`src/rtl/triple_checker_pkg.sv`:
```
// ============================================================================
// triple_pkg : shared types and constants for the Pythagorean-triple checker
// Rev 1.0
// ============================================================================
`default_nettype none

package triple_pkg;

  localparam int TC_W         = 8;
  localparam int TC_SQ_CYCLES = 8;
  localparam int TC_SUM_W     = 2 * TC_W + 1;
  localparam int TC_SQ_W      = 2 * TC_W;
  localparam int TC_CNT_W     = $clog2(TC_SQ_CYCLES);

  typedef enum logic [2:0] {
    IDLE = 3'd0,
    SQ_X = 3'd1,
    SQ_Y = 3'd2,
    SQ_H = 3'd3,
    CMP  = 3'd4,
    DONE = 3'd5
  } tc_state_t;

endpackage

`default_nettype wire

```
`src/rtl/triple_checker_sq8_shift_add.sv`:
```
// ============================================================================
// sq8_shift_add : sequential shift-add squarer, one multiplier bit per cycle, LSB first
// Rev 1.0
// ============================================================================
`default_nettype none

module sq8_shift_add
  import triple_pkg::*;
(
  input  wire logic               clk,
  input  wire logic               rst_n,
  input  wire logic               start,
  input  wire logic [TC_W-1:0]    operand,
  output logic                    done,
  output logic [TC_SQ_W-1:0]      result
);

  localparam logic [TC_CNT_W-1:0] c_last = TC_CNT_W'(TC_SQ_CYCLES - 1);

  logic                 r_busy;
  logic [TC_CNT_W-1:0]  r_cnt;
  logic [TC_SQ_W-1:0]   r_mcand;
  logic [TC_W-1:0]      r_mplier;
  logic [TC_SQ_W-1:0]   r_acc;
  logic [TC_SQ_W-1:0]   w_acc_next;

  assign w_acc_next = r_acc + (r_mplier[0] ? r_mcand : '0);

  // The final step's sum is exposed combinationally so the caller can latch it on the done edge.
  assign done   = r_busy && (r_cnt == c_last);
  assign result = w_acc_next;

  always_ff @(posedge clk or negedge rst_n) begin
    if (!rst_n) begin
      r_busy   <= 1'b0;
      r_cnt    <= '0;
      r_mcand  <= '0;
      r_mplier <= '0;
      r_acc    <= '0;
    end else if (start) begin
      r_busy   <= 1'b1;
      r_cnt    <= '0;
      r_mcand  <= {{(TC_SQ_W-TC_W){1'b0}}, operand};
      r_mplier <= operand;
      r_acc    <= '0;
    end else if (r_busy) begin
      r_acc    <= w_acc_next;
      r_mcand  <= r_mcand << 1;
      r_mplier <= r_mplier >> 1;
      r_cnt    <= r_cnt + 1'b1;
      if (r_cnt == c_last) begin
        r_busy <= 1'b0;
      end
    end
  end

endmodule

`default_nettype wire

```
`config.mk`:
```
export PLATFORM = sky130hd
export DESIGN_NAME = sq8_shift_add
export DESIGN_NICKNAME = d
export VERILOG_FILES = /design/src/rtl/triple_checker_pkg.sv /design/src/rtl/triple_checker_sq8_shift_add.sv
export SDC_FILE = /design/constraint.sdc
export NUM_CORES = 1
export LEC_CHECK = 0
export CAP_MARGIN = 20
export CORE_UTILIZATION = 60
export CTS_BUF_LIST = sky130_fd_sc_hd__clkbuf_2
export DETAILED_ROUTE_END_ITERATION = 10
export PLACE_DENSITY = 0.88
export REMOVE_ABC_BUFFERS = 1
export SETUP_SLACK_MARGIN = 0.4
export SLEW_MARGIN = 10
export SYNTH_ARGS = -nofsm -noshare
export SYNTH_HDL_FRONTEND = slang
export SYNTH_SLANG_ARGS = --single-unit
```
`constraint.sdc`:
```
create_clock -name clk -period 6.6 [get_ports clk]
set_input_delay 1.65 -clock clk [delete_from_list [all_inputs] [get_ports clk]]
set_output_delay 1.65 -clock clk [all_outputs]
set_load 0.1 [all_outputs]
```
## Yosys cells after proc, flatten, opt, wreduce, memory -nomap -nowiden

Cells that the tools add are included.

- Bits of input ports: 11
- Output and inout bits: 17
- Register bits: 44

- Reductions and logical operators: 2
- Equal/unequal tests: 1
- $add $sub $neg: 2
- Muxes and demuxes: 12

Operator list:

| kind | count |
|---|---|
| $mux W16 | 5 |
| $add A16 B16 Y16 | 1 |
| $mux W8 | 2 |
| $mux W3 | 2 |
| $add A3 B1 Y3 const B | 1 |
| $eq A3 B3 Y1 const B | 1 |
| $mux W1 | 3 |
| $reduce_bool A2 Y1 | 1 |
| $logic_and A1 B1 Y1 | 1 |

## Logic depth before layout (Yosys ltp)

- Word-level depth: 4
- Mapped depth: 9

## Least setup slack after synthesis

OpenSTA, ideal clock, no wires.

- Path kind: reg-to-output
- From: reg r_mplier[0]
- To: out result[14]
- Setup slack: 1.449 ns
- Stages on the path, launching flop included: 10
- Arrival: 3.501 ns
- Required time: 4.950 ns
- Path through: dfrtp_1 clkbuf_1 and2_1 ha_1 fa_1 a21oi_1 o211ai_1 a31oi_2 a21oi_1 xor2_1

- Cells in the longest elaborated chain, start to end: 2

Ends and longest elaborated chain:

| element | RTL line | source |
|---|---|---|
| start: declaration | triple_checker_sq8_shift_add.sv:23 | `logic [TC_W-1:0] r_mplier;` |
| start signal: assignment | triple_checker_sq8_shift_add.sv:44 | `r_mplier <= operand;` |
| start signal: assignment | triple_checker_sq8_shift_add.sv:49 | `r_mplier <= r_mplier >> 1;` |
| $mux W16 | triple_checker_sq8_shift_add.sv:27 | `assign w_acc_next = r_acc + (r_mplier[0] ? r_mcand : '0);` |
| $add A16 B16 Y16 | triple_checker_sq8_shift_add.sv:27 |  |
| end: declaration | triple_checker_sq8_shift_add.sv:15 | `output logic [TC_SQ_W-1:0] result` |

No other way between the ends.

## Worst setup path in the final report

- From: reg r_mplier[0]
- To: out result[8]

The elaborated chain is that of the path after synthesis.

==> run summary <==
HP Class: reg2reg
final std cells w/o fill: 382
Worst R2R End: r_acc[10]$_DFFE_PN0P_
peak supply drop: 0.1557 mV
Setup crit start: r_mplier[0]$_DFFE_PN0P_
power density over the cells: 264.7 nW/um^2
total power: 849.0 uW
routed vias: 2288
Final Hold Viols: 0
setup slack, reg-to-reg: 3990 ps
final wirelength: 5698 um
Levels on crit path: 9
Initial Utilization: 64.44%
Slowest cell on crit path: clkdlybuf4s50_1
sequential element share of the synthesized area: 37.93%
Die ar.: 5120 sq um
Die Y: 71.56 um
RSZ-0062 raised after global routing: no
Fin Setup TNS: 0 ps
Crit Reg-Reg Startpoint: r_mplier[0]$_DFFE_PN0P_
initial DRC count: 194
Post-DRT Antenna Nets: 0
fin crit share: 84.92%
hold_buf cts: 0
cell count after synthesis: 312
DP Worst Slack: 1447 ps
Slew Limit Fails: 0
global-route wire length before repair: 9763 um
gpl congestion: 0.9297
fraction of layout instances using a drive strength above 1: 6.970%
Sink Count: 44
Port Buf Inserts: 27
Yosys top cell area share: 37.93%
Worst Tran Pin Value: 986.3 ps
CTS resizes: 0
Residual DRC: 0
placed cell count: 373
setup ws final: 995.3 ps
vias in the first global route: 2125
IO Pins: 28
leakage power: 1.549 nW
initial antenna violation count: 0
worst-path cell chain: and2_1 -> ha_1 -> fa_1 -> a21oi_1 -> o21ai_1 -> a21oi_1 -> o21ai_0 -> xor2_1 -> clkdlybuf4s50_1
Yosys top cell by area: dfrtp_1
critical path peak fanout: 17
post-layout min period: 5605 ps
Post-synth EDFFs: 0
R2R cell count: 8
WS Path Type: reg2out
total CTS buffers: 5
CTS Root Cell: clkbuf_2
Worst Skew: 23.76 ps
Area Growth Syn to Fin: 10.47%
wire per inst: 14.92 um
Achievable Freq: 178.4 MHz
startpoint types: flip-flop
fraction of registers with async set/reset: 100.0%
Ys Warns: 0
H-tree levels: 2
Reg clk slew, reported paths: 230 ps
vias per cell: 5.990
CTS tree: built
cell family with the largest share of critical-path delay: buffers and inverters
Nets: 358
Row Count: 24
Antenna diodes: 0
CP dominant cell by count: a21oi_1
GRT Total Usage: 24.20%
Clock Latency Late Sink: 390 ps
Horiz. Die Dim: 71.56 um
CP Data Required Time: 4950 ps
Mean Syn Cell Area: 9.304 sq um
Setup crit end: result[8]
crit path capture type: primary output
outcome: completed
CP arrival: 3950 ps
setup bufs post-CTS: 0
Slowest Stage Delay on Critical Path: 1140 ps
clock tree buffer depth: 2
post-synthesis cell area: 2903 sq um
core box area: 4504 sq um
Seq cells post-synth: 44
commonest non-fill, non-tap cell in the layout: dfrtp_1
worst path buffer plus inverter count: 1
Max-Cap Viols: 0
Post-DP HPWL: 4091 um
ys flop type: dfrtp_1
min-delay src: r_acc[11]$_DFFE_PN0P_
most frequent cells in the layout: dfrtp_1 (43), nor2_1 (42), clkdlybuf4s50_1 (25)
DR pass1 iterations: 4
Synth cell types: 53
Rel. slew slack: 34.04%
largest cells by area after synthesis: dfrtp_1 (38%), ha_1 (7.3%), mux2i_1 (6.2%)
final setup vio count: 0
largest net degree at the start of global routing: 64
post-layout util: 71.19%
GR Overflow Total: 0
through the flow:
step	area [sq um]	hold WS (ps)
floorplan	2804	455.1
global placement	3146	474.2
detailed placement	3146	494.3
CTS	3187	541.7
global route	3207	572.8
finish	3207	535.8
worst min-delay path by stage:
| stage | to | cells after the start |
|---|---|---|
| final | r_acc[11]$_DFFE_PN0P_ | 1 |
| after detailed placement | r_acc[12]$_DFFE_PN0P_ | 2 |
| after global routing | r_acc[11]$_DFFE_PN0P_ | 1 |
| after global placement | r_acc[12]$_DFFE_PN0P_ | 2 |
| after CTS | r_acc[12]$_DFFE_PN0P_ | 2 |
| after floorplan | r_acc[12]$_DFFE_PN0P_ | 2 |
synth_stat cells, types with 3 or more instances:
cell type and n:
o21ai_1 5, nand4_1 3, o21ai_0 10, nor2b_1 19, and2_1 16, dfrtp_1 44
a21oi_2 3, xnor2_1 6, buf_2 7, nand2b_1 3, clkbuf_1 10, nor4b_1 3
mux2i_1 18, inv_1 7, xor2_1 8, nor2_1 42, a211oi_1 13, ha_1 17
and4b_1 3, a21oi_1 13, nand2_1 21, a21o_1 4
cell families (layout without fill, tap and decap cells):
group	after synthesis	count (layout)	share of synthesized area [%]
compound gates	70	70	17.50
xor+xnor	14	14	4.224
fa+ha+maj	18	18	8.017
buf+inv	27	45	4.310
flops	44	44	37.93
mux	18	18	6.207
simple gates	121	121	21.81
worst register-to-register path: stages (launching register included):
cell and delay, ps:
dfrtp_1 560, and2_1 210, ha_1 220, fa_1 400, a21oi_1 250, o211ai_1 160
a31oi_2 370, nor4b_1 90, a211o_1 280
area by class of cell:
type	instances	area [sq um]
Multi-Input combinational cell	241	1677
Fill cell	360	1297
Sequential cell	44	1102
Timing Repair Buffer	30	295.3
Tap cell	52	65.06
Clock buffer	6	30.03
Inverter	7	26.28
Clock inverter	2	11.26
power breakdown:
group | total (mW) | internal, mW | switching (mW)
registers | 0.317 | 0.296 | 0.0207
clock network | 0.113 | 0.0265 | 0.0865
logic | 0.419 | 0.114 | 0.306
state kept, by name (all words and copies together), names as in the netlist:
name      cells
r_busy        1
r_mcand      16
r_acc        16
r_cnt         3
r_mplier      8
routing by layer:
metal,global-route usage (%),wire length [um],vias to the layer above
met5,0,0,-
met4,6.536,42,0
met3,4.360,187,4
met2,39.68,2752,48
met1,33.33,2716,1104
li1,-,-,1132
Power figures use the tool's default switching activity.
